**src/rtl/uart_bus_master.sv**
```systemverilog
// uart_bus_master: pulls framed commands byte-by-byte from a UART receive
// path, runs one 32-bit access on a simple memory bus, and returns the
// result bytes through the UART transmit path.
//
// Handshake semantics (all three interfaces):
//   - uart_read, uart_write, bus_read and bus_write are single-cycle
//     request pulses and are registered outputs.
//   - A UART response counts only on its rising level in the matching wait
//     state. The master then waits for the response to drop before it
//     issues the next request, so a response held high for several cycles
//     is consumed exactly once.
//   - bus_ack is sampled only in BUS_WAIT. An ack arriving in any other
//     state has no effect.
module uart_bus_master #(
  parameter int unsigned TIMEOUT_CYCLES = 1000,
  parameter logic [7:0]  CMD_READ       = 8'h52,
  parameter logic [7:0]  CMD_WRITE      = 8'h57,
  parameter logic [7:0]  ACK_BYTE       = 8'h06,
  parameter logic [7:0]  NAK_BYTE       = 8'h15
) (
  input  logic        clk,
  input  logic        resetn,
  input  logic        uart_rx_empty,
  output logic        uart_read,
  input  logic        uart_read_response,
  input  logic [31:0] uart_read_data,
  output logic        uart_write,
  input  logic        uart_write_response,
  output logic [31:0] uart_write_data,
  output logic        bus_read,
  output logic        bus_write,
  output logic [31:0] bus_address,
  output logic [31:0] bus_write_data,
  input  logic [31:0] bus_read_data,
  input  logic        bus_ack,
  output logic        busy,
  output logic [2:0]  state_dbg
);

  localparam int unsigned TMO_W = $clog2(TIMEOUT_CYCLES + 1);
  localparam logic [TMO_W-1:0] TMO_LAST = TMO_W'(TIMEOUT_CYCLES - 1);

  typedef enum logic [2:0] {
    IDLE     = 3'd0,
    RD_WAIT  = 3'd1,
    RD_DONE  = 3'd2,
    BUS_REQ  = 3'd3,
    BUS_WAIT = 3'd4,
    TX_REQ   = 3'd5,
    TX_WAIT  = 3'd6,
    TX_DONE  = 3'd7
  } state_t;

  state_t           state;
  logic [3:0]       byte_cnt;
  logic [TMO_W-1:0] tmo_cnt;
  logic [7:0]       cmd_reg;
  logic [7:0]       rx_byte;
  logic [31:0]      addr_reg;
  logic [31:0]      data_reg;
  logic [31:0]      tx_shift;
  logic [2:0]       tx_cnt;
  logic             frame_last;

  // The byte being dispatched is the final byte of the current frame.
  assign frame_last = (cmd_reg == CMD_READ) ? (byte_cnt == 4'd4) : (byte_cnt == 4'd8);

  // Busy covers both an active transaction and a half-received frame.
  assign busy      = (state != IDLE) || (byte_cnt != 4'd0);
  assign state_dbg = state;

  // Main control FSM: request pulses default low every cycle.
  always_ff @(posedge clk) begin
    if (!resetn) begin
      state           <= IDLE;
      byte_cnt        <= 4'd0;
      tmo_cnt         <= '0;
      cmd_reg         <= 8'h00;
      rx_byte         <= 8'h00;
      addr_reg        <= 32'h0;
      data_reg        <= 32'h0;
      tx_shift        <= 32'h0;
      tx_cnt          <= 3'd0;
      uart_read       <= 1'b0;
      uart_write      <= 1'b0;
      uart_write_data <= 32'h0;
      bus_read        <= 1'b0;
      bus_write       <= 1'b0;
      bus_address     <= 32'h0;
      bus_write_data  <= 32'h0;
    end else begin
      uart_read  <= 1'b0;
      uart_write <= 1'b0;
      bus_read   <= 1'b0;
      bus_write  <= 1'b0;
      case (state)
        IDLE: begin
          if (!uart_rx_empty) begin
            uart_read <= 1'b1;
            state     <= RD_WAIT;
          end
        end
        RD_WAIT: begin
          if (uart_read_response) begin
            rx_byte <= uart_read_data[7:0];
            state   <= RD_DONE;
          end
        end
        RD_DONE: begin
          if (!uart_read_response) begin
            if (byte_cnt == 4'd0) begin
              // Unknown command bytes are dropped while waiting for a frame start.
              if ((rx_byte == CMD_READ) || (rx_byte == CMD_WRITE)) begin
                cmd_reg  <= rx_byte;
                byte_cnt <= 4'd1;
              end
              state <= IDLE;
            end else begin
              if (byte_cnt <= 4'd4) begin
                addr_reg <= {addr_reg[23:0], rx_byte};
              end else begin
                data_reg <= {data_reg[23:0], rx_byte};
              end
              if (frame_last) begin
                byte_cnt <= 4'd0;
                state    <= BUS_REQ;
              end else begin
                byte_cnt <= byte_cnt + 4'd1;
                state    <= IDLE;
              end
            end
          end
        end
        BUS_REQ: begin
          bus_address    <= addr_reg;
          bus_write_data <= data_reg;
          bus_read       <= (cmd_reg == CMD_READ);
          bus_write      <= (cmd_reg != CMD_READ);
          tmo_cnt        <= '0;
          state          <= BUS_WAIT;
        end
        BUS_WAIT: begin
          // Ack takes priority over a timeout expiring in the same cycle.
          if (bus_ack) begin
            if (cmd_reg == CMD_READ) begin
              tx_shift <= bus_read_data;
              tx_cnt   <= 3'd4;
            end else begin
              tx_shift <= {ACK_BYTE, 24'h0};
              tx_cnt   <= 3'd1;
            end
            state <= TX_REQ;
          end else if (tmo_cnt == TMO_LAST) begin
            tmo_cnt  <= tmo_cnt + TMO_W'(1);
            tx_shift <= {NAK_BYTE, 24'h0};
            tx_cnt   <= 3'd1;
            state    <= TX_REQ;
          end else begin
            tmo_cnt <= tmo_cnt + TMO_W'(1);
          end
        end
        TX_REQ: begin
          uart_write_data <= {tx_shift[31:24], 24'h0};
          tx_shift        <= {tx_shift[23:0], 8'h00};
          tx_cnt          <= tx_cnt - 3'd1;
          uart_write      <= 1'b1;
          state           <= TX_WAIT;
        end
        TX_WAIT: begin
          if (uart_write_response) begin
            state <= TX_DONE;
          end
        end
        TX_DONE: begin
          if (!uart_write_response) begin
            state <= (tx_cnt != 3'd0) ? TX_REQ : IDLE;
          end
        end
        default: state <= IDLE;
      endcase
    end
  end

endmodule

```
**config.mk**
```make
export PLATFORM = sky130hd
export DESIGN_NAME = uart_bus_master
export DESIGN_NICKNAME = d
export VERILOG_FILES = /design/src/rtl/uart_bus_master.sv
export SDC_FILE = /design/constraint.sdc
export NUM_CORES = 1
export LEC_CHECK = 0
export BUFFER_PORTS_ARGS = -buffer_cell sky130_fd_sc_hd__clkbuf_2
export CAP_MARGIN = 20
export CORE_MARGIN = 5
export CORE_UTILIZATION = 50
export CTS_BUF_LIST = sky130_fd_sc_hd__clkbuf_4 sky130_fd_sc_hd__clkbuf_8
export DETAILED_ROUTE_END_ITERATION = 12
export PLACE_DENSITY = 0.74
export SLEW_MARGIN = 15
export SYNTH_ARGS = -nofsm -noshare
export SYNTH_HDL_FRONTEND = slang
export SYNTH_SLANG_ARGS = --single-unit
```
**constraint.sdc**
```tcl
create_clock -name clk -period 2.4 [get_ports clk]
set_input_delay 0.48 -clock clk [delete_from_list [all_inputs] [get_ports clk]]
set_output_delay 0.48 -clock clk [all_outputs]
set_load 0.005 [all_outputs]
```
==> impl_metrics.tcl, run 1 <==
set metrics [dict create \
    status "complete, no violations" \
    gp_congestion 0.804 \
    wl_um 18100 \
    skew_ns 0.0172 \
    crit_chain "inv_1 -> ha_2 -> nor3b_4 -> nand2_1 -> clkbuf_2" \
    io_buffers 125 \
    fin_area_mm2 0.00947 \
    tightestPinTransition_ns 0.719 \
    hold_viol_final 0 \
    hpwlAfterDp_um 11500 \
    grt_overflow 0 \
    ios 174 \
    synth-seq-cells 208 \
    grt_use_met1_pct 25.5 \
    synthesis.area_mm2 0.00799 \
    maxCapViolations 0 \
    critPathRequiredTime_ns 1.92 \
    clkLatencyLatePin_ns 0.51 \
    grt.busiest_layer "met2" \
    hold_class "in2reg" \
    setup_violations 0 \
    irDropWorstVdd_mv 0.581 \
    cts_buffer_depth 3 \
    grt_pass1_vias 5925 \
    async_flop_share_pct 0 \
    cts-hold-fix-buffers 0 \
    final.setup.tns_ns 0 \
    ys_types 57 \
    yosysWarnings 0 \
    maxClockFrequency_mhz 458 \
    core-area_mm2 0.0158 \
    hold-worst-slack_ns 0.190 \
    fp.dieW_um 136 \
    layout_min_cycle_time_ns 2.18 \
    p_total_w 0.00732 \
    antenna_left 0 \
    syn2layout_area_growth_pct 18.5 \
    endpoint_kind "output port" \
    power.density_mw_per_mm2 773 \
    vias 6389 \
    synth_flop_cell "dfxtp_1" \
    die_y_um 136 \
    clockRootBuffer "clkbuf_8" \
    drv_slew 0 \
    syn_area_per_cell_um2 9.23 \
    cts_sinks 208 \
    start_util_pct 50.6 \
    diodes 0 \
    max-slew-margin-rel_pct 52.1 \
    grt_max_degree 97 \
    numCtsBuffers 34 \
    worst_setup_path_start_kind "flip-flop" \
    track_usage_pct 18.9 \
    synth_edf_count 0 \
    crit_slowest_cell "dfxtp_1" \
    clkTransAtPathRegs_ns 0.06 \
    vias_per_cell 5.24 \
    critPathKind "reg2out" \
    drc 0 \
    synthCells 865 \
    crit_fanout 8 \
    rsz0062_at_grt "no" \
    die_area_mm2 0.0186 \
    dr.first_iter.drc_count 357 \
    cpPeakStageDelay_ns 0.34 \
    grt_util_met3_pct 5.14 \
    grt_first_pass_wirelength_um 29200 \
    drt_first_pass_iters 5 \
    finalNetCount 1058 \
    dpl_cell_area_mm2 0.00874 \
    ys_seq_area_share_pct 52.1 \
    post-cts-setup-buffers 0 \
    grt_use_met2_pct 29.7 \
    wire_per_inst_um 14.8 \
    cts_max_level 2 \
    cp_data_arrival_time_ns 1.70 \
    grt_antenna_before_repair 0 \
    cts_tree "built" \
    num_rows 46 \
    finalCritPeriodShare_pct 91.0 \
    leakage_nw 3.57 \
    nFillCells 1466 \
    drive_above_1_share_pct 24.9 \
]
[metrics by stage]
stage / instances / util (%) / setup slack, ns
2_1_floorplan: 888 / - / 0.291
3_3_place_gp: 1163 / 55.4 / 0.110
3_5_place_dp: 1163 / 55.4 / 0.0871
4_1_cts: 1219 / 60.0 / 0.0396
5_1_grt: 1219 / 60.0 / 0.0699
6_report: 1219 / 60.0 / 0.217
[metal layers]
layer | part of all wire [%] | vias to the layer above
met4 | 1.7 | 0
li1 | - | 3263
met3 | 6.6 | 28
met5 | 0 | -
met1 | 45 | 2935
met2 | 47 | 163
[critical path: cells and delay by family, from the launching register on]
family / cells / cell delay, ns
and+or+nand+nor: 2 / 0.38
DFF: 1 / 0.34
adders and majority gates: 1 / 0.26
buffers and inverters: 2 / 0.20
[cells in the mapped netlist (3+ instances only)]
library cell    n  area (µm²)
a211oi_1        5        37.5
a21oi_1       111         556
a22o_1         65         569
a22oi_1        20         150
a31oi_1         4        25.0
and2_1          6        37.5
and4_1          3        26.3
buf_2          18        90.1
buf_4          24         180
buf_6           4        45.0
clkbuf_1       43         161
dfxtp_1       208        4160
ha_1            5        62.6
inv_1           9        33.8
mux2i_1         9        90.1
nand2_1       137         514
nand2_2        30         188
nand3_1         7        35.0
nand3b_1        3        22.5
nand4_1         5        31.3
nor2_1         25        93.8
nor3_1          7        35.0
nor3b_1         5        37.5
nor4bb_1        5        50.1
o2111ai_1       4        35.0
o211ai_1        8        60.1
o21a_1          9        67.6
o21ai_0        40         200
xor2_1          5        43.8
[path summary, 6_finish.rpt]
path                                                start                          endpoint  slack, ns  cells after the start
worst max-delay path             byte_cnt[0]$_SDFFE_PN0P_                              busy       0.22                      5
worst min-delay path                        uart_rx_empty              uart_read$_SDFF_PN0_       0.19                      2
worst max register to register  state_dbg[2]$_SDFFE_PN0P_         addr_reg[26]$_SDFFE_PN0P_       0.34                      4
worst min register to register  tx_shift[31]$_SDFFE_PN0P_  uart_write_data[31]$_SDFFE_PN0P_       0.44                      2
[logic make-up (layout without fill, tap and decap cells)]
kind of cell	after synthesis	in the layout	synth area share [%]
AOI/OAI and AO/OA	276	276	22.3
xor gates and xnor gates	7	7	0.768
adders and majority gates	5	5	0.783
buffers and inverters	100	215	6.50
DFF	208	208	52.1
muxes	9	9	1.13
other	1	24	0.0470
and+or+nand+nor	259	259	16.3
[area by class of cell]
type / instances / area [µm²] / area share [%]
Tap cell: 216 / 270 / 2.86
Clock buffer: 52 / 659 / 6.97
Inverter: 10 / 40.0 / 0.423
Timing Repair Buffer: 149 / 843 / 8.91
Sequential cell: 208 / 4160 / 44.0
Multi-Input combinational cell: 580 / 3430 / 36.3
Clock inverter: 4 / 53.8 / 0.568
[power breakdown]
group          switching (W)  internal, W  leakage [nW]  total [W]
registers          0.0000334      0.00350          1.68    0.00353
clock network        0.00134      0.00185         0.370    0.00320
logic               0.000384     0.000206          1.52   0.000590
total                0.00176      0.00555          3.57    0.00732
[placed cells by master, fill, tap and decap left out, types with 3 or more instances in the layout]
master / count
nand3_1: 7
a211oi_1: 5
a22oi_1: 20
nor2_1: 24
a31oi_1: 4
buf_12: 3
nand3b_1: 3
inv_1: 9
a21oi_1: 111
buf_4: 21
nor3_1: 6
ha_1: 4
and2_1: 6
nor4bb_1: 5
mux2i_1: 9
o2111ai_1: 4
dfxtp_1: 208
nand2_1: 137
nand4_1: 5
xor2_1: 5
clkbuf_8: 43
clkbuf_2: 125
o211ai_1: 8
conb_1: 24
clkbuf_4: 9
o21ai_0: 40
nand2_2: 30
o21a_1: 9
and4_1: 3
nor3b_1: 4
a22o_1: 65
[what timing repair did]
| action | 4_1_cts | 5_1_grt |
|---|---|---|
| pin swaps | 0 | 0 |
| endpoints found under the setup margin | 1 | 1 |
| gates resized for setup | 1 | 2 |
(Power assumes the default switching activity.)
==> run 2: changes to the inputs <==
--- a/config.mk
+++ b/config.mk
@@ -5,13 +5,14 @@
 export SDC_FILE = /design/constraint.sdc
 export NUM_CORES = 1
 export LEC_CHECK = 0
+export ABC_AREA = 1
 export BUFFER_PORTS_ARGS = -buffer_cell sky130_fd_sc_hd__clkbuf_2
 export CAP_MARGIN = 20
 export CORE_MARGIN = 5
-export CORE_UTILIZATION = 50
+export CORE_UTILIZATION = 44
 export CTS_BUF_LIST = sky130_fd_sc_hd__clkbuf_4 sky130_fd_sc_hd__clkbuf_8
 export DETAILED_ROUTE_END_ITERATION = 12
-export PLACE_DENSITY = 0.74
+export PLACE_DENSITY = 0.67
 export SLEW_MARGIN = 15
 export SYNTH_ARGS = -nofsm -noshare
 export SYNTH_HDL_FRONTEND = slang
==> constraint.sdc (replaced) <==
create_clock -name clk -period 2.2 [get_ports clk]
set_input_delay 0.44 -clock clk [delete_from_list [all_inputs] [get_ports clk]]
set_output_delay 0.44 -clock clk [all_outputs]
set_load 0.005 [all_outputs]
==> run 2 against run 1 <==
Sequential cell count did not move. Power rose by 9.8%. Via count rose by 9.7%. Non-clock buffer count fell by 2. Register-to-register slack got worse by 0.08 ns. Clock skew rose by 0.0051 ns. Routed wire length rose by 4.6%. Count of clock-buffer cells in the layout did not move. Sequential power rose by 10%. Critical path type unchanged.
==> impl_metrics.tcl, run 2 <==
set metrics [dict create \
    hold_viol_final 0 \
    cpPeakStageDelay_ns 0.32 \
    status "complete, no violations" \
    min-delay-start "uart_rx_empty" \
    fp.dieW_um 147 \
    synthesis.area_mm2 0.00826 \
    r2r_cells 10 \
    start_util_pct 44.4 \
    max-slew-margin-rel_pct 45.5 \
    critical-path-top-cell-by-count "inv_1" \
    nFillCells 1836 \
    hold_depth 2 \
    critPathKind "reg2out" \
    clkTransAtPathRegs_ns 0.06 \
    top_layer_used "met4" \
    grt_first_pass_wirelength_um 31900 \
    cp_data_arrival_time_ns 1.65 \
    cts_max_level 2 \
    diodes 0 \
    antenna_left 0 \
    drv_slew 0 \
    cts-hold-fix-buffers 0 \
    clkLatencyLatePin_ns 0.52 \
    synth_top_area_cell "dfxtp_1" \
    ios 174 \
    syn2layout_area_growth_pct 17.3 \
    drt_first_pass_iters 5 \
    hold_class "in2reg" \
    drc 0 \
    io_buffers 125 \
    cts_buffer_depth 3 \
    num_rows 50 \
    grt_antenna_before_repair 0 \
    p_total_w 0.00803 \
    worst_setup_path_start_kind "flip-flop" \
    core-area_mm2 0.0186 \
    hpwlAfterDp_um 12700 \
    crit_slowest_cell "dfxtp_1" \
    layout_min_cycle_time_ns 2.09 \
    numCtsBuffers 36 \
    die_area_mm2 0.0216 \
    r2r-end "addr_reg[0]$_SDFFE_PN0P_" \
    reg2reg_slack_ns 0.26 \
    vias_per_cell 4.82 \
    grt_max_degree 97 \
    wl_met1_um 9050 \
    die_y_um 147 \
    setup_violations 0 \
    synth-seq-cells 208 \
    ys_types 35 \
    track_usage_pct 17.4 \
    cpLargestDelayFamily "flip-flops" \
    met2_length_um 8500 \
    async_flop_share_pct 0 \
    dpl_cell_area_mm2 0.00895 \
    worst-path-buf-inv 3 \
    drive_above_1_share_pct 19.8 \
    cts_tree "built" \
    syn_area_per_cell_um2 7.67 \
    synth_edf_count 0 \
    grt_pass1_vias 6616 \
    maxCapViolations 0 \
    cts_sinks 208 \
    layout.cells.most_common_list "234 x nand2_1, 208 x dfxtp_1, 125 x clkbuf_2, 113 x o21ai_0, 111 x a21oi_1" \
    crit_chain "inv_1 -> ha_1 -> inv_1 -> nor3_4 -> nand2_1 -> clkbuf_2" \
    synth_common_cells "235 x nand2_1, 208 x dfxtp_1, 113 x o21ai_0, 111 x a21oi_1, 96 x inv_1" \
    synth_flop_cell "dfxtp_1" \
    synth_area_leaders "dfxtp_1 50%, nand2_1 11%, o21ai_0 6.8%" \
    synthCells 1077 \
    tightestPinTransition_ns 0.818 \
    wire_per_inst_um 13.0 \
    power.density_mw_per_mm2 830 \
    wl_um 18900 \
    finalNetCount 1274 \
    finalCritPeriodShare_pct 94.9 \
    crit_fanout 3 \
    r2r-start "byte_cnt[0]$_SDFFE_PN0P_" \
    clockRootBuffer "clkbuf_8" \
    vias 7006 \
    dr_wl_met3_um 1040 \
    grt_overflow 0 \
    gp_congestion 0.803 \
    ys_seq_area_share_pct 50.4 \
    yosysWarnings 0 \
    yosysMostFrequentCell "nand2_1" \
    layout_commonest_cell "nand2_1" \
    fin_area_mm2 0.00968 \
    min_to "uart_read$_SDFF_PN0_" \
    yosys.area.top_type_share_pct 50.4 \
    maxClockFrequency_mhz 479 \
    leakage_nw 4.14 \
    skew_ns 0.0223 \
    dr.first_iter.drc_count 371 \
    critPathRequiredTime_ns 1.76 \
    irDropWorstVdd_mv 0.488 \
    endpoint_kind "output port" \
]
run 2: repair_timing:
| item | in CTS | in global routing |
|---|---|---|
| setup buffers | 0 | 1 |
| resized for setup | 0 | 0 |
| setup endpoints to repair | 0 | 1 |
| hold endpoints to repair | 0 | 0 |
run 2: metal layers:
layer | vias up | GRT usage (%)
li1 | 3692 | -
met1 | 3119 | 24.2
met2 | 166 | 27.7
met3 | 29 | 3.58
met4 | 0 | 4.52
met5 | - | 0
run 2: power by group:
part	internal, W	switching (W)	total, W
clock	0.00191	0.00150	0.00341
combinational	0.000240	0.000497	0.000737
sequential	0.00384	0.0000479	0.00389
total	0.00599	0.00204	0.00803
run 2: layout make-up:
| class | count | area, µm² | share of cell area (%) |
|---|---|---|---|
| Timing Repair Buffer | 147 | 823 | 8.50 |
| Multi-Input combinational cell | 700 | 3310 | 34.2 |
| Inverter | 106 | 398 | 4.11 |
| Clock buffer | 52 | 653 | 6.75 |
| Sequential cell | 208 | 4160 | 43.0 |
| Clock inverter | 6 | 45.0 | 0.465 |
| Tap cell | 234 | 293 | 3.02 |
run 2: through the flow:
stage / setup slack, ns / setup TNS [ns] / util (%) / hold WS [ns] / std cells
6_report: 0.112 / 0 / 52.1 / 0.113 / 1453
3_5_place_dp: 0.0735 / 0 / 48.2 / 0.439 / 1393
5_1_grt: -0.00406 / -0.00406 / 52.1 / 0.105 / 1453
3_3_place_gp: 0.106 / 0 / 48.2 / 0.436 / 1393
4_1_cts: 0.0560 / 0 / 51.9 / 0.0900 / 1451
2_1_floorplan: 0.635 / 0 / - / 0.425 / 1100
run 2: worst max-delay path by stage:
stage	end	slack, ns	from	cells after the start
CTS	busy	0.06	byte_cnt[0]$_SDFFE_PN0P_	6
detailed placement	bus_address[3]$_SDFFE_PN0P_	0.07	resetn	6
floorplan	addr_reg[16]$_SDFFE_PN0P_	0.64	byte_cnt[0]$_SDFFE_PN0P_	11
finish	busy	0.11	byte_cnt[0]$_SDFFE_PN0P_	6
global placement	bus_address[15]$_SDFFE_PN0P_	0.11	resetn	6
global route	busy	-0.004	byte_cnt[0]$_SDFFE_PN0P_	6
run 2: worst reg2reg max path, cell delays in order, from the launching register on:
cell	delay, ns
dfxtp_1	0.35
inv_1	0.08
ha_1	0.23
inv_1	0.12
nor3_4	0.07
inv_1	0.10
nand2_4	0.08
nor2_4	0.31
buf_12	0.24
o21ai_0	0.10
a21oi_1	0.17
run 2: logic make-up after synthesis:
logic type	Yosys count	synth area share [%]
simple gates	409	21.5
compound gates	260	16.4
flops	208	50.4
buf+inv	192	10.7
fa+ha+maj	5	0.758
xor+xnor	2	0.212
other cells	1	0.0454
==> run 3: changes to the inputs <==
--- a/config.mk
+++ b/config.mk
@@ -9,10 +9,10 @@
 export BUFFER_PORTS_ARGS = -buffer_cell sky130_fd_sc_hd__clkbuf_2
 export CAP_MARGIN = 20
 export CORE_MARGIN = 5
-export CORE_UTILIZATION = 44
+export CORE_UTILIZATION = 45
 export CTS_BUF_LIST = sky130_fd_sc_hd__clkbuf_4 sky130_fd_sc_hd__clkbuf_8
 export DETAILED_ROUTE_END_ITERATION = 12
-export PLACE_DENSITY = 0.67
+export PLACE_DENSITY = 0.68
 export SLEW_MARGIN = 15
 export SYNTH_ARGS = -nofsm -noshare
 export SYNTH_HDL_FRONTEND = slang
==> run 3 against run 2 <==
Sequential cell count unchanged. Count of clock-buffer cells in the layout up 3. Fmax up 0.45%. Via count about the same. Sequential share of layout area down 0.33 points. Core utilization up 2.0 points. Hold slack worse by 0.0052 ns. Critical path type unchanged. Critical endpoint unchanged. Largest power group unchanged. Highest routed layer unchanged.
==> impl_metrics.tcl, run 3 (synthesized netlist as in run 2, its figures left out) <==
set metrics [dict create \
    gp_congestion 0.826 \
    drc 0 \
    status "complete, no violations" \
    vias 7010 \
    finalNetCount 1269 \
    die_area_mm2 0.0212 \
    core-area_mm2 0.0180 \
    clkTransAtPathRegs_ns 0.06 \
    grt_overflow 0 \
    grt_max_degree 96 \
    setup_violations 0 \
    irDropWorstVdd_mv 0.539 \
    drt_first_pass_iters 4 \
    antenna_left 0 \
    critPathRequiredTime_ns 1.76 \
    grt_first_pass_wirelength_um 31500 \
    clkLatencyLatePin_ns 0.52 \
    cts_buffer_depth 3 \
    fin_area_mm2 0.00976 \
    cts_tree "built" \
    cp_data_arrival_time_ns 1.64 \
    hold_class "in2reg" \
    leakage_nw 4.17 \
    io_buffers 125 \
    drive_above_1_share_pct 20.1 \
    cts_sinks 208 \
    dr.first_iter.drc_count 437 \
    critPathKind "reg2out" \
    cts-hold-fix-buffers 0 \
    layout_min_cycle_time_ns 2.08 \
    worst_setup_path_start_kind "flip-flop" \
    clockRootBuffer "clkbuf_8" \
    hpwlAfterDp_um 12600 \
    vias_per_cell 4.83 \
    syn2layout_area_growth_pct 18.2 \
    endpoint_kind "output port" \
    layout_commonest_cell "nand2_1" \
    fp.dieW_um 145 \
    start_util_pct 45.8 \
    finalCritPeriodShare_pct 94.5 \
    wl_um 18900 \
    final.setup.tns_ns 0 \
    layout.cells.most_common_list "234 x nand2_1, 208 x dfxtp_1, 125 x clkbuf_2, 113 x o21ai_0, 111 x a21oi_1" \
    num_rows 49 \
    cts_max_level 2 \
    hold_viol_final 0 \
    skew_ns 0.0197 \
    wire_per_inst_um 13.0 \
    diodes 0 \
    die_y_um 145 \
    place_inst 1384 \
    power.density_mw_per_mm2 851 \
    ios 174 \
    hold-worst-slack_ns 0.108 \
    crit_fanout 3 \
    drv_slew 0 \
    p_total_w 0.00831 \
    maxClockFrequency_mhz 481 \
    track_usage_pct 17.2 \
    grt_pass1_vias 6485 \
    rsz0062_at_grt "no" \
    grt_antenna_before_repair 0 \
    numCtsBuffers 35 \
    dpl_cell_area_mm2 0.00895 \
    maxCapViolations 0 \
    finalNonFillerCells 1450 \
]
-- run 3: routing by layer --
layer / global-route usage (%) / wire [µm] / vias to the layer above
li1: - / - / 3684
met3: 4.61 / 1030 / 31
met4: 4.66 / 303 / 0
met5: 0 / 0 / -
met2: 26.9 / 8490 / 138
met1: 23.7 / 9030 / 3157
-- run 3: power breakdown --
part	total, W	switching [W]	internal, W
clock network	0.00372	0.00155	0.00217
logic	0.000662	0.000451	0.000211
registers	0.00393	0.0000855	0.00384
-- run 3: path summary, 6_finish.rpt --
| kind | slack [ns] | startpoint | endpoint | cells after the start |
|---|---|---|---|---|
| setup / recovery | 0.12 | byte_cnt[0]$_SDFFE_PN0P_ | busy | 6 |
| hold / removal | 0.11 | uart_rx_empty | uart_read$_SDFF_PN0_ | 2 |
| setup reg to reg | 0.31 | state_dbg[0]$_SDFFE_PN0P_ | bus_address[10]$_SDFFE_PN0P_ | 7 |
| hold reg to reg | 0.45 | bus_address[18]$_SDFFE_PN0P_ | bus_address[18]$_SDFFE_PN0P_ | 2 |
-- run 3: cell type report --
type / count / area (µm²)
clock buffers: 55 / 701
clock inverters: 9 / 87.6
fillers: 1732 / 8270
inverters: 106 / 398
multi-input cells: 700 / 3310
flip-flops and latches: 208 / 4160
well taps: 229 / 287
repair buffers: 143 / 811
-- run 3: timing repair --
item                       4_1_cts  5_1_grt
setup endpoints to repair        0        1
gates resized for setup          0        3
buffers inserted                 0        2
-- run 3: critical path: stages (launching register included) --
cell and delay [ns]:
dfxtp_1 0.33, inv_2 0.08, ha_2 0.20, inv_2 0.06
nor3_4 0.25, nand2_1 0.09, clkbuf_2 0.11
-- run 3: through the flow --
step / utilization, % / setup slack [ns]
after floorplan: - / 0.635
after global placement: 49.7 / 0.341
after detailed placement: 49.7 / 0.287
after CTS: 54.0 / 0.00157
after global routing: 54.1 / 0.00373
final: 54.1 / 0.121
